--- src/rtl/io_arb_pkg.sv ---
// rtl/io_arb_pkg.sv - shared types and limits for the J1 I/O bus arbiter
// Contents: state_t  arbiter FSM states
//           NREQ_MAX largest supported requester count
package io_arb_pkg;

  typedef enum logic [1:0] {
    IDLE = 2'd0,
    BUS  = 2'd1,
    DONE = 2'd2
  } state_t;

  localparam int NREQ_MAX = 8;

endpackage

--- src/rtl/if_io.sv ---
// rtl/if_io.sv - J1 I/O slave bus (OR-bus read data, single-cycle strobes)
// Signals: addr  16  I/O address
//          dout  16  write data from master
//          din   16  read data to master, zero when no slave is read
//          rd/wr  1  single-cycle read/write strobes
interface if_io;
  logic [15:0] addr;
  logic [15:0] dout;
  logic [15:0] din;
  logic        rd;
  logic        wr;

  modport master (output addr, output dout, output rd, output wr, input din);
  modport slave  (input addr, input dout, input rd, input wr, output din);
endinterface

--- src/rtl/io_arbiter_rr_pick.sv ---
// rtl/io_arbiter_rr_pick.sv - combinational winner select, round-robin or fixed priority
// Ports: elig   NREQ  eligible request vector
//        ptr    IDXW  round-robin search start (ignored when FIXED_PRIO != 0)
//        valid  1     some request is eligible
//        idx    IDXW  winning requester index
module rr_pick #(
  parameter  int NREQ       = 2,
  parameter  int FIXED_PRIO = 0,
  localparam int IDXW       = $clog2(NREQ)
) (
  input  logic [NREQ-1:0] elig,
  input  logic [IDXW-1:0] ptr,
  output logic            valid,
  output logic [IDXW-1:0] idx
);

  logic [IDXW-1:0] cand;

  // Scan from the farthest candidate toward the preferred one so the last
  // hit (the highest-priority one) is what remains in idx.
  always_comb begin
    valid = |elig;
    idx   = '0;
    cand  = '0;
    for (int i = NREQ - 1; i >= 0; i--) begin
      cand = (FIXED_PRIO != 0) ? IDXW'(i) : IDXW'((int'(ptr) + i) % NREQ);
      if (elig[cand]) begin
        idx = cand;
      end
    end
  end

endmodule

--- src/rtl/io_arbiter.sv ---
// rtl/io_arbiter.sv - shares one J1 I/O slave bus among NREQ requesters
// Ports: clk, reset  clock, synchronous active-high reset
//        req/we      NREQ       request and write flag per requester
//        addr/wdata  NREQ x 16  address and write data per requester
//        ack         NREQ       one-cycle completion pulse
//        rdata       16         read data, valid with ack, zero otherwise
//        io          if_io      registered bus strobes, address and data
module io_arbiter
  import io_arb_pkg::*;
#(
  parameter int NREQ       = 2,
  parameter int FIXED_PRIO = 0
) (
  input  logic                  clk,
  input  logic                  reset,
  input  logic [NREQ-1:0]       req,
  input  logic [NREQ-1:0]       we,
  input  logic [NREQ-1:0][15:0] addr,
  input  logic [NREQ-1:0][15:0] wdata,
  output logic [NREQ-1:0]       ack,
  output logic [15:0]           rdata,
  if_io.master                  io
);

  localparam int IDXW = $clog2(NREQ);

  if (NREQ < 2 || NREQ > NREQ_MAX) begin : g_nreq_range
    $error("io_arbiter: NREQ out of range");
  end

  state_t          state_q, state_d;
  logic [IDXW-1:0] idx_q, idx_d;
  logic [IDXW-1:0] ptr_q, ptr_d;
  logic [15:0]     addr_q, addr_d;
  logic [15:0]     wdata_q, wdata_d;
  logic [15:0]     rdata_q, rdata_d;
  logic [NREQ-1:0] ack_q, ack_d;
  logic            rd_q, rd_d;
  logic            wr_q, wr_d;

  logic [NREQ-1:0] elig;
  logic [IDXW-1:0] ptr_next;
  logic [IDXW-1:0] pick_idx;
  logic            pick_valid;
  logic            launch;

  assign ptr_next = (idx_q == IDXW'(NREQ - 1)) ? '0 : idx_q + 1'b1;

  // The requester being acked still has req high in DONE; hide it so the
  // same request is not served twice.
  always_comb begin
    elig = req;
    if (state_q == DONE) begin
      elig[idx_q] = 1'b0;
    end
  end

  rr_pick #(
    .NREQ       (NREQ),
    .FIXED_PRIO (FIXED_PRIO)
  ) u_pick (
    .elig  (elig),
    .ptr   ((state_q == DONE) ? ptr_next : ptr_q),
    .valid (pick_valid),
    .idx   (pick_idx)
  );

  always_comb begin
    state_d = state_q;
    idx_d   = idx_q;
    ptr_d   = ptr_q;
    addr_d  = addr_q;
    wdata_d = wdata_q;
    rdata_d = '0;
    ack_d   = '0;
    rd_d    = 1'b0;
    wr_d    = 1'b0;
    launch  = 1'b0;

    case (state_q)
      IDLE: begin
        launch = pick_valid;
      end
      BUS: begin
        rdata_d       = io.din;
        ack_d[idx_q]  = 1'b1;
        state_d       = DONE;
      end
      DONE: begin
        ptr_d   = ptr_next;
        state_d = IDLE;
        launch  = pick_valid;
      end
      default: begin
        state_d = IDLE;
      end
    endcase

    // Strobes are registered on entry to BUS so they are clean one-cycle pulses.
    if (launch) begin
      state_d = BUS;
      idx_d   = pick_idx;
      addr_d  = addr[pick_idx];
      wdata_d = wdata[pick_idx];
      rd_d    = ~we[pick_idx];
      wr_d    = we[pick_idx];
    end
  end

  always_ff @(posedge clk) begin
    if (reset) begin
      state_q <= IDLE;
      idx_q   <= '0;
      ptr_q   <= '0;
      addr_q  <= '0;
      wdata_q <= '0;
      rdata_q <= '0;
      ack_q   <= '0;
      rd_q    <= 1'b0;
      wr_q    <= 1'b0;
    end else begin
      state_q <= state_d;
      idx_q   <= idx_d;
      ptr_q   <= ptr_d;
      addr_q  <= addr_d;
      wdata_q <= wdata_d;
      rdata_q <= rdata_d;
      ack_q   <= ack_d;
      rd_q    <= rd_d;
      wr_q    <= wr_d;
    end
  end

  assign ack     = ack_q;
  assign rdata   = rdata_q;
  assign io.addr = addr_q;
  assign io.dout = wdata_q;
  assign io.rd   = rd_q;
  assign io.wr   = wr_q;

endmodule

--- src/flat_wrapper.sv ---
// flat-port wrapper written by rule: the top's interface ports become plain ports
module io_arbiter_flat import io_arb_pkg::*;
#(
  parameter int NREQ       = 2,
  parameter int FIXED_PRIO = 0
)
  (clk, reset, req, we, addr, wdata, ack, rdata, io_addr, io_dout, io_rd, io_wr, io_din);
  if_io io_i ();
  input  logic clk;
  input  logic reset;
  input  logic [NREQ-1:0] req;
  input  logic [NREQ-1:0] we;
  input  logic [NREQ-1:0][15:0] addr;
  input  logic [NREQ-1:0][15:0] wdata;
  output logic [NREQ-1:0] ack;
  output logic [15:0] rdata;
  output wire logic [$bits(io_i.addr)-1:0] io_addr;
  output wire logic [$bits(io_i.dout)-1:0] io_dout;
  output wire logic [$bits(io_i.rd)-1:0] io_rd;
  output wire logic [$bits(io_i.wr)-1:0] io_wr;
  input wire logic [$bits(io_i.din)-1:0] io_din;
  assign io_addr = io_i.addr;
  assign io_dout = io_i.dout;
  assign io_rd = io_i.rd;
  assign io_wr = io_i.wr;
  assign io_i.din = io_din;
  io_arbiter #(.NREQ(NREQ), .FIXED_PRIO(FIXED_PRIO)) u_core (.clk(clk), .reset(reset), .req(req), .we(we), .addr(addr), .wdata(wdata), .ack(ack), .rdata(rdata), .io(io_i));
endmodule
--- config.mk ---
export PLATFORM = sky130hd
export DESIGN_NAME = io_arbiter_flat
export DESIGN_NICKNAME = d
export VERILOG_FILES = /design/src/rtl/io_arb_pkg.sv /design/src/rtl/if_io.sv /design/src/rtl/io_arbiter_rr_pick.sv /design/src/rtl/io_arbiter.sv /design/src/flat_wrapper.sv
export SDC_FILE = /design/constraint.sdc
export NUM_CORES = 1
export LEC_CHECK = 0
export ABC_AREA = 1
export CORE_ASPECT_RATIO = 1.2
export CORE_MARGIN = 10
export CORE_UTILIZATION = 41
export CTS_CLUSTER_SIZE = 40
export DETAILED_ROUTE_END_ITERATION = 12
export PLACE_DENSITY = 0.93
export SLEW_MARGIN = 5
export SYNTH_ARGS = -nofsm -noshare
export SYNTH_HDL_FRONTEND = slang
export SYNTH_SLANG_ARGS = --single-unit
--- constraint.sdc ---
create_clock -name clk -period 2.44 [get_ports clk]
set_input_delay 0.61 -clock clk [delete_from_list [all_inputs] [get_ports clk]]
set_output_delay 0.61 -clock clk [all_outputs]
set_load 0.005 [all_outputs]
After elaboration in Yosys (flattened, before gate mapping) --
Index checks and enable logic that the tools add are counted. W data, S select, Z words.
Storage, ports and cells: flip-flop bits (word level) 56, bits of input ports 86, output and inout port bits 52
Cells by class: $add $sub $neg 2, order comparisons 5, eq/ne operators 3, muxes and demuxes 20, bitwise gates (word level) 5, reductions and logical operators 7
Operators by type and width (number):
- $mux W16 | 4
- $mux W1 | 13
- $reduce_or A2 Y1 | 5
- $lt A1 B2 Y1 const B | 4
- $pmux W2 S2 | 1
- $not A1 Y1 | 3
- $add A1 B1 Y1 const B | 2
- $and A2 B2 Y2 | 1
- $eq A2 B1 Y1 const B | 1
- $eq A2 B2 Y1 const B | 1
- $logic_not A2 Y1 | 1
- $mux W2 | 1
- $ne A2 B1 Y1 const B | 1
- $not A2 Y2 | 1
- $demux W1 S1 | 1
- $ge A1 B1 Y1 const B | 1
- $logic_and A1 B1 Y1 | 1

Longest topological paths before layout --
Gate-level depths: netlist of the first run.
depth after elaboration 14, depth in mapped cells 10, depth with buffers taken out 9

Modules after synthesis --
A second synthesis of the first run with hierarchy kept.
Second synthesis, totals: cells, all modules 332, area total of the unflattened synthesis 2274.7 µm²
By module, submodules not included:
- io_arbiter | instances 1, cells each 328, area each 2255.9 µm², sequential area each 1121.1 µm²
- rr_pick | instances 1, cells each 4, area each 18.8 µm², sequential area each 0.0 µm²

Worst setup path before layout of the first run --
No wires, ideal clock.
path type input to register, start point input req[1], end point register u_core.addr_q[13], in the netlist u_core.io.addr[13], library setup time 0.058 ns, arrival time 1.210 ns, data required time 2.382 ns, slack 1.172 ns, stages on the path 7, cell sequence nand2_2 -> nand2_4 -> nand2_4 -> nor2_8 -> buf_8 -> nand2_1 -> nand2_1
Between the ends: cells in the longest elaborated chain, start to end 8, elaborated cells between the ends (all ways) 12
RTL lines:
- start: declaration | line flat_wrapper.sv:11 | input logic [NREQ-1:0] req;
- $and A2 B2 Y2 (no line)
- $mux W2 (*) | line io_arbiter.sv:53 | if (state_q == DONE) begin
- $mux W1 (not written as such) (2 in series) | line io_arbiter_rr_pick.sv:27 | if (elig[cand]) begin
- $mux W1 (2 in series) | line io_arbiter_rr_pick.sv:27
- $mux W16 (not written as such) (2 in series) | line io_arbiter.sv:103 | addr_d = addr[pick_idx];
- end signal: assignment | line io_arbiter.sv:125 | addr_q <= addr_d;
- end: declaration | line io_arbiter.sv:34 | logic [15:0] addr_q, addr_d;
Every way passes the cells marked *; elsewhere a longest branch is shown, timed or not. The select of a mux whose other input is x is not followed. A chain may end at the register's enable or synchronous reset.

Worst setup path after layout of the first run --
start point register u_core.wdata_q[14], in the netlist u_core.io.dout[14], end point output io_dout[14]
RTL lines:
- start: declaration | line io_arbiter.sv:35 | logic [15:0] wdata_q, wdata_d;
- start signal: assignment | line io_arbiter.sv:126 | wdata_q <= wdata_d;
- end: declaration | line flat_wrapper.sv:18 | output wire logic [$bits(io_i.dout)-1:0] io_dout;
No word-level cell between the ends.

==> impl_metrics.env, run 1 <==
export IMPL_cts_resized=0
export IMPL_num_fill_cells=474
export IMPL_wl_met3_um=461
export IMPL_setup_viol=0
export IMPL_rows=30
export IMPL_finalNonFillerCells=540
export IMPL_synth_xor_area_share_pct=0
export IMPL_synth_area_per_cell_sq_um=7.34
export IMPL_die_x_um=90.1
export IMPL_crit_family="buffers and inverters"
export IMPL_port_buffer_count=137
export IMPL_pwr_share_comb_pct=23.8
export IMPL_max_clock_freq_ghz=0.552
export IMPL_power_density_nw_per_um2=550
export IMPL_drive_gt1_share_pct=5.65
export IMPL_finalNetCount=545
export IMPL_drc=0
export IMPL_cts_buffers=5
export IMPL_drtIter0Drc=94
export IMPL_vias=2586
export IMPL_final_cell_mix="137 x clkdlybuf4s50_1, 132 x nand2_1, 67 x nand3_1"
export IMPL_seq_area_frac_synth_pct=46.4
export IMPL_via_per_inst=4.79
export IMPL_crit_path_cell_trace="clkdlybuf4s50_1"
export IMPL_wl_per_cell_um=14.8
export IMPL_topRoutingLayerUsed="met4"
export IMPL_relSlewSlack_pct=71.4
export IMPL_fin_skew_ns=0.00641
export IMPL_crit_type="flip-flop to output pin"
export IMPL_min_from="u_core.io.addr[8]"
export IMPL_grt_pass1_wl_um=12700
export IMPL_antenna_cells=0
export IMPL_internal_power_mw=1.58
export IMPL_startpoint="u_core.io.dout[14]"
export IMPL_antenna_found_initial=0
export IMPL_endpoint_kind="output pin"
export IMPL_core_area_sq_um=5710
export IMPL_p_clk_share_pct=28.7
export IMPL_mostFrequentLayoutCell="clkdlybuf4s50_1"
export IMPL_cts_sinks=56
export IMPL_status="finished, final reports clean"
export IMPL_holdBufCountCts=0
export IMPL_arrival_ns=1.20
export IMPL_slew_violations=0
export IMPL_regToRegSetupSlack_ns=0.94
export IMPL_grt_setup_unrepaired="no"
export IMPL_root_buffer="clkbuf_8"
export IMPL_hold_depth=2
export IMPL_grt_start_max_net_pins=35
export IMPL_p_leak_nw=1.81
export IMPL_hold_path_class="flip-flop to flip-flop"
export IMPL_clockBufferDepth=2
export IMPL_routabilityCongestion=0.761
export IMPL_areaGrowthSynthToFinish_pct=60.4
export IMPL_overflow=0
export IMPL_synth_top_family_by_area="simple AND/OR/NAND/NOR gates"
export IMPL_peakVddDrop_v=0.000554
export IMPL_ys_warn_count=0
export IMPL_dp_slack_ns=0.298
export IMPL_die_area_sq_um=9380
export IMPL_cap_violations=0
export IMPL_synthSimpleGateAreaFrac_pct=42.5
export IMPL_ys_seq_elements=56
export IMPL_switching_share_pct=26.2
export IMPL_clk_pin_slew_ns=0.10
export IMPL_cp_data_required_time_ns=1.83
export IMPL_grt_usage_pct=16.4
export IMPL_die_y_um=104
export IMPL_ys_types=22
export IMPL_layout_worst_path_cycle_share_pct=74.2
export IMPL_cp_depth=1
export IMPL_finalHoldViolCount=0
export IMPL_whs_ns=0.472
export IMPL_r2r_start="u_core.state_q[0]"
export IMPL_drt_met1_wl_um=3100
export IMPL_power_frac_seq_pct=47.4
export IMPL_cts_tree="done"
export IMPL_dpl_hpwl_um=6220
export IMPL_worst_path_max_fanout=2
export IMPL_dr_pass1_iters=5
export IMPL_start_kind="flip-flop"
export IMPL_async_reset_ff_share_pct=0
export IMPL_synth_compound_gate_area_share_pct=0.621
export IMPL_power_switching_mw=0.558
export IMPL_min_period_ns=1.81
export IMPL_synth_area_sq_um=2420
export IMPL_ios=138
export IMPL_slowest_delay_ns=0.54
export IMPL_cts_max_level=2
export IMPL_synth_nets=415
export IMPL_timing_critical_path_buf_inv=1
export IMPL_post_cts_buffers=0
export IMPL_insertion_delay_ns=0.30
export IMPL_initial_core_util_pct=42.3
export IMPL_synth_top_flop_cell="dfxtp_1"
export IMPL_synth_cells=329
export IMPL_slowest_stage="clkdlybuf4s50_1"
export IMPL_worst_slew_pin_slew_ns=0.430
export IMPL_fin_ws_ns=0.629
export IMPL_synthAdderAreaFrac_pct=0
export IMPL_postRouteAntennaNets=0
export IMPL_postLayoutCoreUtil_pct=67.9
export IMPL_met2_length_um=4310
export IMPL_synth_edff_count=0
export IMPL_drt_total_wl_um=8010
export IMPL_r2r_cells=8
export IMPL_place_inst=532
export IMPL_grt_pass1_vias=2587
export IMPL_synth_area_mux_share_pct=0
export IMPL_setup_tns_ns=0
-- cell type report --
cell class | instances | area (sq um) | share of cell area, %
Timing Repair Buffer | 142 | 1410 | 36.3
Sequential cell | 56 | 1120 | 28.9
Multi-Input combinational cell | 231 | 1040 | 26.9
Tap cell | 80 | 100 | 2.58
Inverter | 23 | 88.8 | 2.29
Clock buffer | 5 | 68.8 | 1.78
Clock inverter | 3 | 47.5 | 1.23
-- state kept, by name, summed over array words and instances, names as in the netlist --
signal	cells
u_core.io.dout	16
u_core.ack	2
u_core.io.wr	1
u_core.state_q	2
u_core.rdata	16
u_core.io.addr	16
u_core.ptr_q	1
u_core.idx_q	1
u_core.io.rd	1
-- final timing paths --
path | end
worst max-delay path | io_dout[14]
worst min-delay path | u_core.io.addr[8]
worst max register to register | u_core.io.dout[4]
worst min register to register | u_core.io.addr[8]
-- logic make-up after synthesis --
family                 count (synthesis)
buffers and inverters                 42
flip-flops                            56
AND/OR/NAND/NOR                      228
AO/OA/AOI/OAI                          3
-- per-stage QoR --
| step | total power, mW | instance area (sq um) |
|---|---|---|
| final | 2.13 | 3880 |
| after floorplan | 1.25 | 2420 |
| after CTS | 2.16 | 3880 |
| after global routing | 2.24 | 3880 |
| after detailed placement | 1.55 | 3760 |
| after global placement | 1.53 | 3760 |
-- power groups by stage --
stage	clock network, mW	logic [mW]	registers (mW)
final	0.613	0.509	1.01
after global routing	0.666	0.558	1.02
after floorplan	0	0.219	1.04
after global placement	0	0.498	1.03
after CTS	0.630	0.516	1.01
after detailed placement	0	0.514	1.03
-- cell usage after synthesis (2+ instances only) --
cell / n / area share [%]
a21oi_1: 2 / 0.41
buf_2: 6 / 1.2
buf_4: 6 / 1.9
buf_6: 4 / 1.9
buf_8: 3 / 1.9
dfxtp_1: 56 / 46
inv_1: 19 / 3.0
inv_2: 2 / 0.31
nand2_1: 132 / 21
nand2_2: 2 / 0.52
nand2_4: 2 / 0.93
nand3_1: 67 / 14
nor2_1: 19 / 3.0
-- tightest hold or removal path: stages, from the launching register on --
cell and delay (ns):
dfxtp_1 0.32, nand3_1 0.07, nand2_1 0.05
-- routing by layer --
layer / up-vias / track usage, %
met2: 95 / 31.4
met4: 0 / 4.10
li1: 1285 / -
met1: 1196 / 16.9
met5: - / 0
met3: 10 / 4.62
(Power assumes the default switching activity.)
==> run 2: changes to the inputs <==
--- a/config.mk
+++ b/config.mk
@@ -8,10 +8,10 @@
 export ABC_AREA = 1
 export CORE_ASPECT_RATIO = 1.2
 export CORE_MARGIN = 10
-export CORE_UTILIZATION = 41
+export CORE_UTILIZATION = 38
 export CTS_CLUSTER_SIZE = 40
 export DETAILED_ROUTE_END_ITERATION = 12
-export PLACE_DENSITY = 0.93
+export PLACE_DENSITY = 0.88
 export SLEW_MARGIN = 5
 export SYNTH_ARGS = -nofsm -noshare
 export SYNTH_HDL_FRONTEND = slang
==> constraint.sdc (replaced) <==
create_clock -name clk -period 1.85 [get_ports clk]
set_input_delay 0.4625 -clock clk [delete_from_list [all_inputs] [get_ports clk]]
set_output_delay 0.4625 -clock clk [all_outputs]
set_load 0.005 [all_outputs]
==> impl_metrics.env, run 2 (synthesis results as in run 1) <==
export IMPL_clockBufferDepth=2
export IMPL_start_kind="flip-flop"
export IMPL_power_density_nw_per_um2=688
export IMPL_register_area_sq_um=1120
export IMPL_endpoint_kind="output pin"
export IMPL_drc=0
export IMPL_whs_ns=0.472
export IMPL_layout_worst_path_cycle_share_pct=89.0
export IMPL_cap_violations=0
export IMPL_worst_path_max_fanout=2
export IMPL_insertion_delay_ns=0.30
export IMPL_vias=2504
export IMPL_max_clock_freq_ghz=0.607
export IMPL_grt_pass1_vias=2600
export IMPL_grt_start_max_net_pins=35
export IMPL_cp_data_required_time_ns=1.39
export IMPL_clk_pin_slew_ns=0.10
export IMPL_grt_pass1_wl_um=12700
export IMPL_fin_ws_ns=0.203
export IMPL_port_buffer_count=137
export IMPL_finalHoldViolCount=0
export IMPL_die_x_um=92.8
export IMPL_setup_viol=0
export IMPL_die_area_sq_um=9960
export IMPL_hold_path_class="flip-flop to flip-flop"
export IMPL_setup_tns_ns=0
export IMPL_crit_family="buffers and inverters"
export IMPL_areaGrowthSynthToFinish_pct=63.3
export IMPL_status="finished, final reports clean"
export IMPL_wl_per_cell_um=14.5
export IMPL_post_cts_buffers=0
export IMPL_crit_type="flip-flop to output pin"
export IMPL_die_y_um=107
export IMPL_postRouteAntennaNets=0
export IMPL_worst_slew_pin_slew_ns=0.299
export IMPL_cts_sinks=56
export IMPL_core_area_sq_um=6090
export IMPL_arrival_ns=1.18
export IMPL_slew_violations=0
export IMPL_cts_resized=0
export IMPL_place_inst=539
export IMPL_dp_slack_ns=0.108
export IMPL_antenna_cells=0
export IMPL_final_cell_mix="137 x clkdlybuf4s50_1, 132 x nand2_1, 67 x nand3_1"
export IMPL_relSlewSlack_pct=80.0
export IMPL_p_leak_nw=1.84
export IMPL_cts_max_level=2
export IMPL_peakVddDrop_v=0.000515
export IMPL_num_fill_cells=531
export IMPL_via_per_inst=4.58
export IMPL_crit_path_cell_trace="clkdlybuf4s50_1"
export IMPL_antenna_found_initial=0
export IMPL_drt_total_wl_um=7940
export IMPL_finalNetCount=550
export IMPL_multi_input_area_sq_um=1040
export IMPL_mostFrequentLayoutCell="clkdlybuf4s50_1"
export IMPL_min_period_ns=1.65
export IMPL_dpl_hpwl_um=6290
export IMPL_slowest_stage="clkdlybuf4s50_1"
export IMPL_overflow=0
export IMPL_holdBufCountCts=0
export IMPL_fin_area_sq_um=3950
export IMPL_dr_pass1_iters=6
export IMPL_drive_gt1_share_pct=6.67
export IMPL_slowest_delay_ns=0.53
export IMPL_grt_usage_pct=15.4
export IMPL_grt_setup_unrepaired="no"
export IMPL_routabilityCongestion=0.741
export IMPL_placed_cell_area_sq_um=3850
export IMPL_initial_core_util_pct=39.7
export IMPL_finalNonFillerCells=547
export IMPL_rows=31
export IMPL_ios=138
export IMPL_cts_buffers=5
export IMPL_timing_critical_path_buf_inv=1
export IMPL_root_buffer="clkbuf_8"
export IMPL_fin_skew_ns=0.00933
export IMPL_cts_tree="done"
export IMPL_drtIter0Drc=80
-- run 2: routing by layer --
metal / up-vias / share of wire (%) / GRT usage (%)
met4: 0 / 0.29 / 2.65
met1: 1142 / 40 / 15.8
met2: 67 / 54 / 29.9
met5: - / 0 / 0
met3: 2 / 5.9 / 4.75
li1: 1293 / - / -
-- run 2: cell type report --
| cell class | instances | share of cell area [%] |
|---|---|---|
| Clock buffer | 5 | 1.74 |
| Clock inverter | 3 | 0.666 |
| Inverter | 23 | 2.25 |
| Multi-Input combinational cell | 231 | 26.4 |
| Sequential cell | 56 | 28.4 |
| Tap cell | 82 | 2.60 |
| Timing Repair Buffer | 147 | 37.9 |
-- run 2: final timing paths --
path                            slack, ns              start                end  cells past startpoint
worst max-delay path                 0.20  u_core.io.dout[7]         io_dout[7]                      1
worst min-delay path                 0.47  u_core.io.addr[8]  u_core.io.addr[8]                      2
worst max register to register       0.52  u_core.state_q[0]  u_core.io.dout[5]                      8
worst min register to register       0.47  u_core.io.addr[8]  u_core.io.addr[8]                      2
-- run 2: metrics by stage --
step	power [mW]	util [%]
5_1_grt	2.86	64.8
2_1_floorplan	1.66	-
4_1_cts	2.76	64.8
3_3_place_gp	2.05	63.2
3_5_place_dp	2.07	63.2
6_report	2.72	64.8
-- run 2: power breakdown --
| group | switching [mW] | leakage [nW] | total [mW] | internal (mW) |
|---|---|---|---|---|
| Sequential | 0.0413 | 0.460 | 1.33 | 1.29 |
| Combinational | 0.294 | 1.33 | 0.700 | 0.406 |
| Clock | 0.405 | 0.0487 | 0.682 | 0.277 |
| Total | 0.740 | 1.84 | 2.72 | 1.97 |
==> run 3: changes to the inputs <==
--- a/config.mk
+++ b/config.mk
@@ -6,12 +6,13 @@
 export NUM_CORES = 1
 export LEC_CHECK = 0
 export ABC_AREA = 1
+export ABC_CLOCK_PERIOD_IN_PS = 1900
 export CORE_ASPECT_RATIO = 1.2
 export CORE_MARGIN = 10
-export CORE_UTILIZATION = 38
+export CORE_UTILIZATION = 41
 export CTS_CLUSTER_SIZE = 40
 export DETAILED_ROUTE_END_ITERATION = 12
-export PLACE_DENSITY = 0.88
+export PLACE_DENSITY = 0.93
 export SLEW_MARGIN = 5
 export SYNTH_ARGS = -nofsm -noshare
 export SYNTH_HDL_FRONTEND = slang
==> constraint.sdc (replaced) <==
create_clock -name clk -period 1.9 [get_ports clk]
set_input_delay 0.475 -clock clk [delete_from_list [all_inputs] [get_ports clk]]
set_output_delay 0.475 -clock clk [all_outputs]
set_load 0.005 [all_outputs]
==> impl_metrics.env, run 3 (synthesis results as in run 1) <==
export IMPL_slowest_delay_ns=0.54
export IMPL_drt_total_wl_um=7990
export IMPL_core_area_sq_um=5710
export IMPL_min_period_ns=1.66
export IMPL_clk_pin_slew_ns=0.10
export IMPL_place_inst=537
export IMPL_slowest_stage="clkdlybuf4s50_1"
export IMPL_relSlewSlack_pct=81.1
export IMPL_cts_buffers=5
export IMPL_arrival_ns=1.19
export IMPL_drive_gt1_share_pct=6.67
export IMPL_antenna_cells=0
export IMPL_peakVddDrop_v=0.000508
export IMPL_grt_setup_unrepaired="no"
export IMPL_cp_data_required_time_ns=1.42
export IMPL_start_kind="flip-flop"
export IMPL_routabilityCongestion=0.794
export IMPL_overflow=0
export IMPL_insertion_delay_ns=0.31
export IMPL_die_y_um=104
export IMPL_cts_resized=0
export IMPL_crit_family="buffers and inverters"
export IMPL_dr_pass1_iters=4
export IMPL_endpoint_kind="output pin"
export IMPL_regToRegSetupSlack_ns=0.60
export IMPL_timing_critical_path_buf_inv=1
export IMPL_hold_path_class="flip-flop to flip-flop"
export IMPL_drtIter0Drc=165
export IMPL_placed_cell_area_sq_um=3850
export IMPL_crit_type="flip-flop to output pin"
export IMPL_finalNetCount=550
export IMPL_finalNonFillerCells=545
export IMPL_cap_violations=0
export IMPL_crit_path_cell_trace="clkdlybuf4s50_1"
export IMPL_initial_core_util_pct=42.3
export IMPL_holdBufCountCts=0
export IMPL_vias=2543
export IMPL_die_x_um=90.1
export IMPL_power_density_nw_per_um2=697
export IMPL_ios=138
export IMPL_via_per_inst=4.67
export IMPL_fin_area_sq_um=3960
export IMPL_grt_pass1_vias=2646
export IMPL_cts_tree="done"
export IMPL_status="finished, final reports clean"
export IMPL_clockBufferDepth=2
export IMPL_drc=0
export IMPL_die_area_sq_um=9380
export IMPL_antenna_found_initial=0
export IMPL_final_cell_mix="137 x clkdlybuf4s50_1, 132 x nand2_1, 67 x nand3_1"
export IMPL_layout_worst_path_cycle_share_pct=87.6
export IMPL_fin_skew_ns=0.00881
export IMPL_postRouteAntennaNets=0
export IMPL_dpl_hpwl_um=6190
export IMPL_slew_violations=0
export IMPL_cts_sinks=56
export IMPL_grt_start_max_net_pins=35
export IMPL_worst_path_max_fanout=2
export IMPL_setup_tns_ns=0
export IMPL_grt_usage_pct=16.7
export IMPL_finalHoldViolCount=0
export IMPL_max_clock_freq_ghz=0.601
export IMPL_whs_ns=0.472
export IMPL_post_cts_buffers=0
export IMPL_wl_per_cell_um=14.7
export IMPL_areaGrowthSynthToFinish_pct=63.9
export IMPL_setup_viol=0
export IMPL_worst_slew_pin_slew_ns=0.283
export IMPL_r2r_start="u_core.state_q[0]"
export IMPL_rows=30
export IMPL_min_from="u_core.io.addr[6]"
export IMPL_port_buffer_count=137
export IMPL_p_leak_nw=1.85
export IMPL_grt_pass1_wl_um=13000
export IMPL_root_buffer="clkbuf_8"
export IMPL_startpoint="u_core.io.addr[3]"
export IMPL_cts_max_level=2
export IMPL_mostFrequentLayoutCell="clkdlybuf4s50_1"
==> run 3: changes by cell type in the layout (fill, tap and decap cells not counted), sizes merged <==
cell | previous run | this run
inv | 23 | 22
clkinv | 3 | 2
clkinvlp | 0 | 1
bufinv | 0 | 1
==> run 3: through the flow <==
stage / util, % / power [mW] / setup WS, ns
after floorplan: - / 1.61 / 0.744
after global placement: 67.4 / 2.00 / 0.197
after detailed placement: 67.4 / 2.02 / 0.158
after CTS: 69.4 / 2.79 / 0.210
after global routing: 69.4 / 2.90 / 0.183
final: 69.4 / 2.76 / 0.235
==> run 3: cell type report <==
cell class                 instances  area, sq um
inverter                          23         88.8
timing repair buffer             147         1500
fill                             484         1750
multi-input combinational        231         1040
tap                               80          100
sequential                        56         1120
clock buffer                       5         68.8
clock inverter                     3         42.5
==> run 3: worst paths after layout <==
check                        to  cells past startpoint
max                  io_addr[3]                      1
min           u_core.io.addr[6]                      2
max reg2reg  u_core.io.dout[14]                      8
min reg2reg   u_core.io.addr[6]                      2
==> run 3: report_power, final <==
group          switching, mW  leakage [nW]  total [mW]  internal [mW]
clock                  0.386        0.0541       0.776          0.391
combinational          0.288          1.33       0.684          0.396
sequential            0.0411         0.460        1.30           1.26
==> run 3: layer usage <==
layer | share of wire, % | GRT usage (%) | vias to the layer above | wire length, um
met2 | 51 | 29.2 | 86 | 4100
met5 | 0 | 0 | - | 0
met4 | 3.1 | 6.83 | 0 | 251
met3 | 6.4 | 5.42 | 19 | 509
li1 | - | - | 1292 | -
met1 | 39 | 17.9 | 1146 | 3140
